<file path="src/rtl/pc_sequencer.sv">
// KGP-miniRISC program counter and FETCH/EXEC/HALT fetch sequencer.
// Optional feature macro PC_ALIGN_CHECK_EN: trap misaligned br targets into HALT with a sticky flag.
module pc_sequencer #(
    parameter int                  PC_WIDTH    = 32,
    parameter logic [PC_WIDTH-1:0] RESET_PC    = '0,
    parameter logic [5:0]          HALT_OPCODE = 6'b111111
) (
    input  logic                clk,
    input  logic                rst,
    input  logic                imem_ready,
    input  logic [31:0]         imem_rdata,
    input  logic                branch_valid,
    input  logic [31:0]         rs_value,
    input  logic [31:0]         imm_offset,
    input  logic                stall,
    output logic [PC_WIDTH-1:0] pc,
    output logic                imem_req,
    output logic [31:0]         instr,
    output logic                instr_valid,
    output logic                link_we,
    output logic [31:0]         link_value,
    output logic                halted,
    output logic                misalign_err
);

    localparam logic [5:0] OP_BR = 6'b001010;
    localparam logic [5:0] OP_BL = 6'b001100;

    typedef enum logic [1:0] {S_FETCH, S_EXEC, S_HALT} state_t;

    state_t              state_q, state_d;
    logic [PC_WIDTH-1:0] pc_q, pc_d;
    logic [31:0]         instr_q, instr_d;
    logic                imem_req_q, imem_req_d;
    logic                instr_valid_q, instr_valid_d;
    logic                link_we_q, link_we_d;
    logic [31:0]         link_value_q, link_value_d;
    logic                halted_q, halted_d;

    logic [5:0]          opcode;
    logic [PC_WIDTH-1:0] pc_plus4;
    logic [PC_WIDTH-1:0] rel_target;
    logic [PC_WIDTH-1:0] reg_target;
    logic [PC_WIDTH-1:0] next_pc;
    logic                misalign_hit;

    assign opcode     = instr_q[31:26];
    assign pc_plus4   = pc_q + PC_WIDTH'(4);
    assign rel_target = pc_plus4 + PC_WIDTH'(imm_offset << 2);

`ifdef PC_ALIGN_CHECK_EN
    logic misalign_q, misalign_d;

    assign reg_target   = PC_WIDTH'(rs_value);
    assign misalign_hit = branch_valid && (opcode == OP_BR) && (rs_value[1:0] != 2'b00);
    assign misalign_err = misalign_q;
`else
    // Low target bits are dropped so a register jump always lands on a word.
    assign reg_target   = PC_WIDTH'(rs_value & ~32'h3);
    assign misalign_hit = 1'b0;
    assign misalign_err = 1'b0;
`endif

    always_comb begin
        next_pc = pc_plus4;
        if (branch_valid) begin
            next_pc = (opcode == OP_BR) ? reg_target : rel_target;
        end
    end

    always_comb begin
        state_d      = state_q;
        pc_d         = pc_q;
        instr_d      = instr_q;
        link_we_d    = 1'b0;
        link_value_d = link_value_q;
`ifdef PC_ALIGN_CHECK_EN
        misalign_d   = misalign_q;
`endif
        case (state_q)
            S_FETCH: begin
                if (imem_ready) begin
                    instr_d = imem_rdata;
                    state_d = S_EXEC;
                end
            end
            S_EXEC: begin
                if (!stall) begin
                    if (opcode == HALT_OPCODE) begin
                        state_d = S_HALT;
                    end else if (misalign_hit) begin
`ifdef PC_ALIGN_CHECK_EN
                        misalign_d = 1'b1;
`endif
                        state_d = S_HALT;
                    end else begin
                        state_d = S_FETCH;
                        pc_d    = next_pc;
                        if (opcode == OP_BL) begin
                            link_we_d    = 1'b1;
                            link_value_d = 32'(pc_plus4);
                        end
                    end
                end
            end
            default: begin
                state_d = S_HALT;
            end
        endcase
        // Status outputs are registered copies of the next state.
        imem_req_d    = (state_d == S_FETCH);
        instr_valid_d = (state_d == S_EXEC);
        halted_d      = (state_d == S_HALT);
    end

    always_ff @(posedge clk) begin
        if (rst) begin
            state_q       <= S_FETCH;
            pc_q          <= RESET_PC;
            instr_q       <= '0;
            imem_req_q    <= 1'b1;
            instr_valid_q <= 1'b0;
            link_we_q     <= 1'b0;
            link_value_q  <= '0;
            halted_q      <= 1'b0;
`ifdef PC_ALIGN_CHECK_EN
            misalign_q    <= 1'b0;
`endif
        end else begin
            state_q       <= state_d;
            pc_q          <= pc_d;
            instr_q       <= instr_d;
            imem_req_q    <= imem_req_d;
            instr_valid_q <= instr_valid_d;
            link_we_q     <= link_we_d;
            link_value_q  <= link_value_d;
            halted_q      <= halted_d;
`ifdef PC_ALIGN_CHECK_EN
            misalign_q    <= misalign_d;
`endif
        end
    end

    assign pc          = pc_q;
    assign imem_req    = imem_req_q;
    assign instr       = instr_q;
    assign instr_valid = instr_valid_q;
    assign link_we     = link_we_q;
    assign link_value  = link_value_q;
    assign halted      = halted_q;

endmodule

</file>
<file path="config.mk">
export PLATFORM = sky130hd
export DESIGN_NAME = pc_sequencer
export DESIGN_NICKNAME = d
export VERILOG_FILES = /design/src/rtl/pc_sequencer.sv
export SDC_FILE = /design/constraint.sdc
export NUM_CORES = 1
export LEC_CHECK = 0
export CAP_MARGIN = 5
export CORE_ASPECT_RATIO = 1.75
export CORE_MARGIN = 5
export CORE_UTILIZATION = 43
export DETAILED_ROUTE_END_ITERATION = 8
export GPL_TIMING_DRIVEN = 0
export PLACE_DENSITY = 0.84
export SETUP_SLACK_MARGIN = 0.02
export SYNTH_ARGS = -nofsm -noshare
export SYNTH_HDL_FRONTEND = slang
export SYNTH_SLANG_ARGS = --single-unit
</file>
<file path="constraint.sdc">
create_clock -name clk -period 3.4 [get_ports clk]
set_clock_uncertainty 0.1 [all_clocks]
set_input_delay 0.85 -clock clk [delete_from_list [all_inputs] [get_ports clk]]
set_output_delay 0.85 -clock clk [all_outputs]
set_load 0.01 [all_outputs]
</file>
# [Word level (Yosys, flattened, before mapping)]
# Index checks and enable logic that the tools add are counted.
[op_classes] n_mux=7 n_eq_ne=6 n_addsub=2 bitwise=3 n_reduce_logical=6
[op_table] cell="32-bit 2-to-1 mux" count=2
[op_table] cell="32-bit by 3-bit adder with 32-bit output (second input constant)" count=1
[op_table] cell="32-bit adder" count=1
[op_table] cell="6-bit by 4-bit == test with 1-bit output (second input constant)" count=2
[op_table] cell="6-bit == test (second input constant)" count=1
[op_table] cell="2-bit 2-to-1 mux" count=3
[op_table] cell="2-bit by 1-bit == test with 1-bit output (second input constant)" count=2
[op_table] cell="2-bit zero test" count=2
[op_table] cell="2-bit one-hot mux with 2 select lines" count=1
[op_table] cell="4-bit AND reduction" count=1
[op_table] cell="4-bit OR reduction" count=1
[op_table] cell="1-bit inverter" count=3
[op_table] cell="3-bit AND reduction" count=1
[op_table] cell="2-bit == test (second input constant)" count=1
[op_table] cell="2-bit AND reduction" count=1
[op_table] cell="1-bit 2-to-1 mux" count=1
[totals] ff_bits=102 out_inout_bits=101 input_bits=101 wordCells=32

# [Logic depth before layout (Yosys ltp)]
[depth] word_depth=5 ltp_mapped=19 mapped_depth_nobuf=18

# [Least setup slack after synthesis]
# No wires, ideal clock.
[synth_timing] kind="reg-to-reg" start="reg pc_q[2] (netlist: pc[2])" end="reg pc_q[29] (netlist: pc[29])" arrival_ns=3.603 setup_time_ns=0.119 t_required_ns=3.181 n_path_buf=1 setup_slack_ns=-0.422 period_less_slack_ns=3.822 stages_incl_launch_ff=20 cell_sequence="dfxtp_1 -> ha_1 -> nand4_1 -> nor2_1 -> nand3_4 -> inv_1 -> nand2_1 -> xor2_1 -> inv_1 -> ha_1 -> clkbuf_1 -> a21o_1 -> a21o_1 -> a21o_1 -> nand4_1 -> nand3_1 -> o21a_1 -> or4_1 -> a21oi_1 -> o21ai_1"
[synth_between] elab_chain_len=4
[synth_rtl] element="start, declared" line_no="32" rtl="logic [PC_WIDTH-1:0] pc_q, pc_d;"
[synth_rtl] element="start signal, assigned" line_no="131" rtl="pc_q <= pc_d;"
[synth_rtl] element="32-bit by 3-bit adder with 32-bit output" line_no="48" rtl="assign pc_plus4 = pc_q + PC_WIDTH'(4);"
[synth_rtl] element="net pc_plus4[22]" line_no="41" rtl="logic [PC_WIDTH-1:0] pc_plus4;"
[synth_rtl] element="32-bit adder" line_no="49" rtl="assign rel_target = pc_plus4 + PC_WIDTH'(imm_offset << 2);"
[synth_rtl] element="32-bit 2-to-1 mux" line_no="67" rtl="next_pc = (opcode == OP_BR) ? reg_target : rel_target;"
[synth_rtl] element="32-bit 2-to-1 mux" line_no="66" rtl="if (branch_valid) begin"
# The timed path passes the listed nets, and every way through them passes these cells.
# A chain may end at the register's enable or synchronous reset.

# [Final worst setup path]
# Ends and elaborated chain as after synthesis.

==> results <==
[synthesized netlist by cell type, drive strengths merged, types with 10 or more instances]
| cell type | n |
|---|---|
| dfxtp | 98 |
| nand3 | 24 |
| nor3 | 33 |
| and3 | 10 |
| ha | 36 |
| inv | 14 |
| a21o | 15 |
| o21ai | 45 |
| clkbuf | 41 |
| xnor2 | 22 |
| nand4 | 13 |
| a211oi | 10 |
| xor2 | 25 |
| a21oi | 96 |
| nor2 | 98 |
| nand2 | 143 |
| buf | 13 |
[cell families after synthesis]
family | share of synthesized area
simple gates | 0.273
fa+ha+maj | 0.0755
flops | 0.315
other cells | 0.000602
mux | 0.00642
xor+xnor | 0.0661
buf+inv | 0.0452
compound gates | 0.219
[sequential cells by signal (all words and copies together) (netlist names)]
register / cells
halted: 1
state_q: 2
link_value: 30
link_we: 1
instr: 32
pc: 30
imem_req: 1
instr_valid: 1
[cell type report]
| type | instances | area (µm²) | area share |
|---|---|---|---|
| flip-flops and latches | 98 | 2020 | 0.196 |
| plain buffers | 49 | 235 | 0.0228 |
| well taps | 180 | 225 | 0.0219 |
| multi-input cells | 676 | 4820 | 0.468 |
| repair buffers | 278 | 2620 | 0.254 |
| clock inverters | 6 | 93.8 | 0.00911 |
| clock buffers | 10 | 239 | 0.0232 |
| inverters | 14 | 57.6 | 0.00559 |
[what timing repair did]
| item | 4_1_cts | 5_1_grt |
|---|---|---|
| setup endpoints to repair | 21 | 17 |
| cloned | 0 | 0 |
| gates resized for setup | 110 | 71 |
| setup buffers | 49 | 37 |
| pin swaps | 37 | 69 |
[per-stage QoR]
stage	TNS (ns)	utilization	setup slack, ns	power (W)
after global routing	-3.33	0.721	-0.423	0.00324
after CTS	-0.587	0.675	-0.200	0.00305
after floorplan	-0.0868	-	-0.0868	0.00156
final	-1.83	0.721	-0.307	0.00317
after global placement	-8.13	0.590	-0.720	0.00185
after detailed placement	-9.10	0.590	-0.811	0.00186
[power by group through the flow]
stage | Combinational, W | Sequential, W | Clock, W
global placement | 0.000606 | 0.00125 | 0
global route | 0.000815 | 0.00123 | 0.00120
detailed placement | 0.000612 | 0.00125 | 0
floorplan | 0.000301 | 0.00126 | 0
finish | 0.000774 | 0.00122 | 0.00117
CTS | 0.000683 | 0.00122 | 0.00115
[critical path, delay by kind of cell (launching register included)]
kind | cells | cell delay, ns
AOI/OAI and AO/OA | 6 | 1.07
xor gates and xnor gates | 1 | 0.35
adders and majority gates | 2 | 0.53
buffers and inverters | 1 | 0.13
DFF | 1 | 0.37
and+or+nand+nor | 5 | 1.05
[worst max-delay path by stage]
stage / startpoint / end / slack, ns / depth (start not counted)
after CTS: pc[2]$_SDFFE_PP0P_ / pc[29]$_SDFFE_PP0P_ / -0.20 / 19
after detailed placement: pc[5]$_SDFFE_PP0P_ / pc[31]$_SDFFE_PP0P_ / -0.81 / 15
after global routing: pc[12]$_SDFFE_PP0P_ / pc[29]$_SDFFE_PP0P_ / -0.42 / 17
after floorplan: pc[2]$_SDFFE_PP0P_ / pc[29]$_SDFFE_PP0P_ / -0.09 / 19
final: pc[2]$_SDFFE_PP0P_ / pc[29]$_SDFFE_PP0P_ / -0.31 / 15
after global placement: pc[5]$_SDFFE_PP0P_ / pc[31]$_SDFFE_PP0P_ / -0.72 / 15
[per-layer routing]
layer / GRT usage / up-vias
met5: 0 / -
met4: 0.282 / 0
met3: 0.0708 / 261
met2: 0.526 / 691
met1: 0.291 / 3791
li1: - / 3517
==> impl_table.tex <==
\begin{tabular}{lr}
\hline
Metric & Value \\
\hline
\multicolumn{2}{l}{\textbf{Run status}} \\
Status & finished with violations \\
Violations in the final reports & negative setup slack \\
\multicolumn{2}{l}{\textbf{Place}} \\
Post-detailed-placement half-perimeter wirelength & 19100 µm \\
Total of buffers placed on input and output ports & 192 \\
Instance area after placement & 0.00844 mm² \\
Number of placed cells counting well taps & 1214 \\
Routability Congestion & 0.952 \\
\multicolumn{2}{l}{\textbf{Flow run}} \\
Maximum capacitance violations & 0 \\
\multicolumn{2}{l}{\textbf{Power and ir drop}} \\
Leak & 4.08 nW \\
Comb power frac & 0.244 \\
Clock Power Share & 0.370 \\
Flop pwr share & 0.386 \\
Switching power summed over all nets & 0.000938 W \\
Fraction of power spent switching nets & 0.296 \\
Maximum VDD drop & 388 µV \\
Internal power contribution & 0.00223 W \\
Power per Cell Area & 307 mW/mm² \\
\multicolumn{2}{l}{\textbf{Yosys}} \\
Count of yosys warnings during synthesis & 0 \\
Share of synthesized flip-flops with an asynchronous set or reset & 0 \\
Synthesized instance count & 838 \\
Synth Area per Inst & 7.44 µm² \\
Yosys reg bits & 98 \\
Cell area after synthesis & 0.00623 mm² \\
Leading post-synthesis cells by cell area & sky130\_fd\_sc\_hd\_\_dfxtp\_1, sky130\_fd\_sc\_hd\_\_nand2\_1, sky130\_fd\_sc\_hd\_\_a21oi\_1 \\
Biggest area consumer among synthesized cells & sky130\_fd\_sc\_hd\_\_dfxtp\_1 \\
Top cell type's share of synthesized area & 0.315 \\
Count of different cell masters after synthesis & 67 \\
Sequential share of the synthesized area & 0.315 \\
Main flop type after synthesis & sky130\_fd\_sc\_hd\_\_dfxtp\_1 \\
EDFF count, synth & 0 \\
\multicolumn{2}{l}{\textbf{Routing}} \\
Metal3 WL & 3010 µm \\
Total iterations of the first detailed-routing run & 6 \\
Routed length on met1 & 9570 µm \\
Metal2 WL & 15200 µm \\
Total via count in the routed design & 8260 \\
Routed wire length per instance & 23.6 µm \\
Vias per std cell & 6.30 \\
Highest routed metal layer & met4 \\
Violation count after the first detailed-route iteration & 1107 \\
Final wirelength & 30900 µm \\
Residual DRC & 0 \\
Remaining number of nets flagged by the antenna check after routing & 0 \\
\multicolumn{2}{l}{\textbf{GRT}} \\
Wire length of the first global-routing pass & 40400 µm \\
Tot GR Track Use & 0.305 \\
Vias in the first global route & 7807 \\
Congestion Overflow GR & 0 \\
Maximum number of pins on one net before global-route repair & 18 \\
Antenna violations before repair & 0 \\
\multicolumn{2}{l}{\textbf{CTS}} \\
Cts bufs inserted & 9 \\
Library cell used as clock root buffer & sky130\_fd\_sc\_hd\_\_clkbuf\_16 \\
CTS Buffer Depth & 2 \\
Clock latency on the worst-skew pair & 0.36 ns \\
Clock sinks & 98 \\
Clock tree from TritonCTS & yes \\
CTS Hold Buffers Added & 0 \\
Number of H-tree levels & 3 \\
Clock transition at path regs & 0.07 ns \\
\multicolumn{2}{l}{\textbf{Floorplanning}} \\
Top-Level Pins & 202 \\
Core Box Area & 0.0143 mm² \\
Total Die Area & 0.0171 mm² \\
Die height & 169 µm \\
Initial core utilization & 0.436 \\
Cell Rows & 58 \\
Floorplan die width & 101 µm \\
\multicolumn{2}{l}{\textbf{STA}} \\
Worst slew margin & 0.486 \\
Crit path setup slack, layout & -0.307 ns \\
Top achievable clock speed & 270 MHz \\
Period Utilization, post-route & 1.09 \\
Count of final setup violators & 13 \\
Final count of pins violating max slew & 0 \\
Min Clock Period, post-route & 3.71 ns \\
Hold violation count in the final report & 0 \\
Transition time of the tightest slew-check pin & 0.766 ns \\
RSZ-0062 raised after global routing & true \\
Worst hold margin & 0.357 ns \\
\multicolumn{2}{l}{\textbf{Setup path}} \\
Cell-by-cell listing of the critical path & ha\_4, nand4\_1, nor2\_4, and2\_4, xor2\_2, ha\_1, a21oi\_1, o21ai\_1, a221oi\_2, o31a\_1, buf\_6, nor3b\_2, or4\_1, a21oi\_1, o21ai\_1 \\
Setup CP Type & register to register \\
Delay of the slowest critical-path stage & 0.40 ns \\
Critical path endpoint category & register \\
Setup slack of the most critical reg-to-reg path & -0.31 ns \\
Number of cells on the worst reg-to-reg path & 15 \\
Critical register-to-register path endpoint & pc[29]\$\_SDFFE\_PP0P\_ \\
Startpoint type of the worst setup path & register \\
Arrival time of the worst setup path & 3.86 ns \\
CP required & 3.55 ns \\
Critical R2R Launch & pc[2]\$\_SDFFE\_PP0P\_ \\
Max FO, Critical Path & 5 \\
Worst-path cell with the longest stage delay & sky130\_fd\_sc\_hd\_\_ha\_1 \\
\multicolumn{2}{l}{\textbf{Worst hold path}} \\
Endpoint, Worst Hold & instr[14]\$\_SDFFE\_PP0P\_ \\
Hold path startpoint & instr[14]\$\_SDFFE\_PP0P\_ \\
Worst Hold Depth & 2 \\
Worst min path class & register to register \\
\multicolumn{2}{l}{\textbf{Cells and area}} \\
Commonest non-fill, non-tap cell in the layout & sky130\_fd\_sc\_hd\_\_clkdlybuf4s50\_1 \\
Number of filler instances in the final layout & 933 \\
Final net count & 1264 \\
Commonest cells after routing, fill and taps aside & sky130\_fd\_sc\_hd\_\_clkdlybuf4s50\_1, sky130\_fd\_sc\_hd\_\_nand2\_1, sky130\_fd\_sc\_hd\_\_nor2\_1 \\
Layout-stage area growth over the synthesis result & 65.3\% \\
Antenna diode count & 0 \\
Cell Count, Final, Fillers Out & 1311 \\
Layout cells sized above 1 & 0.218 \\
Finished Cell Area & 0.0103 mm² \\
\hline
\end{tabular}
(Power assumes the default switching activity.)
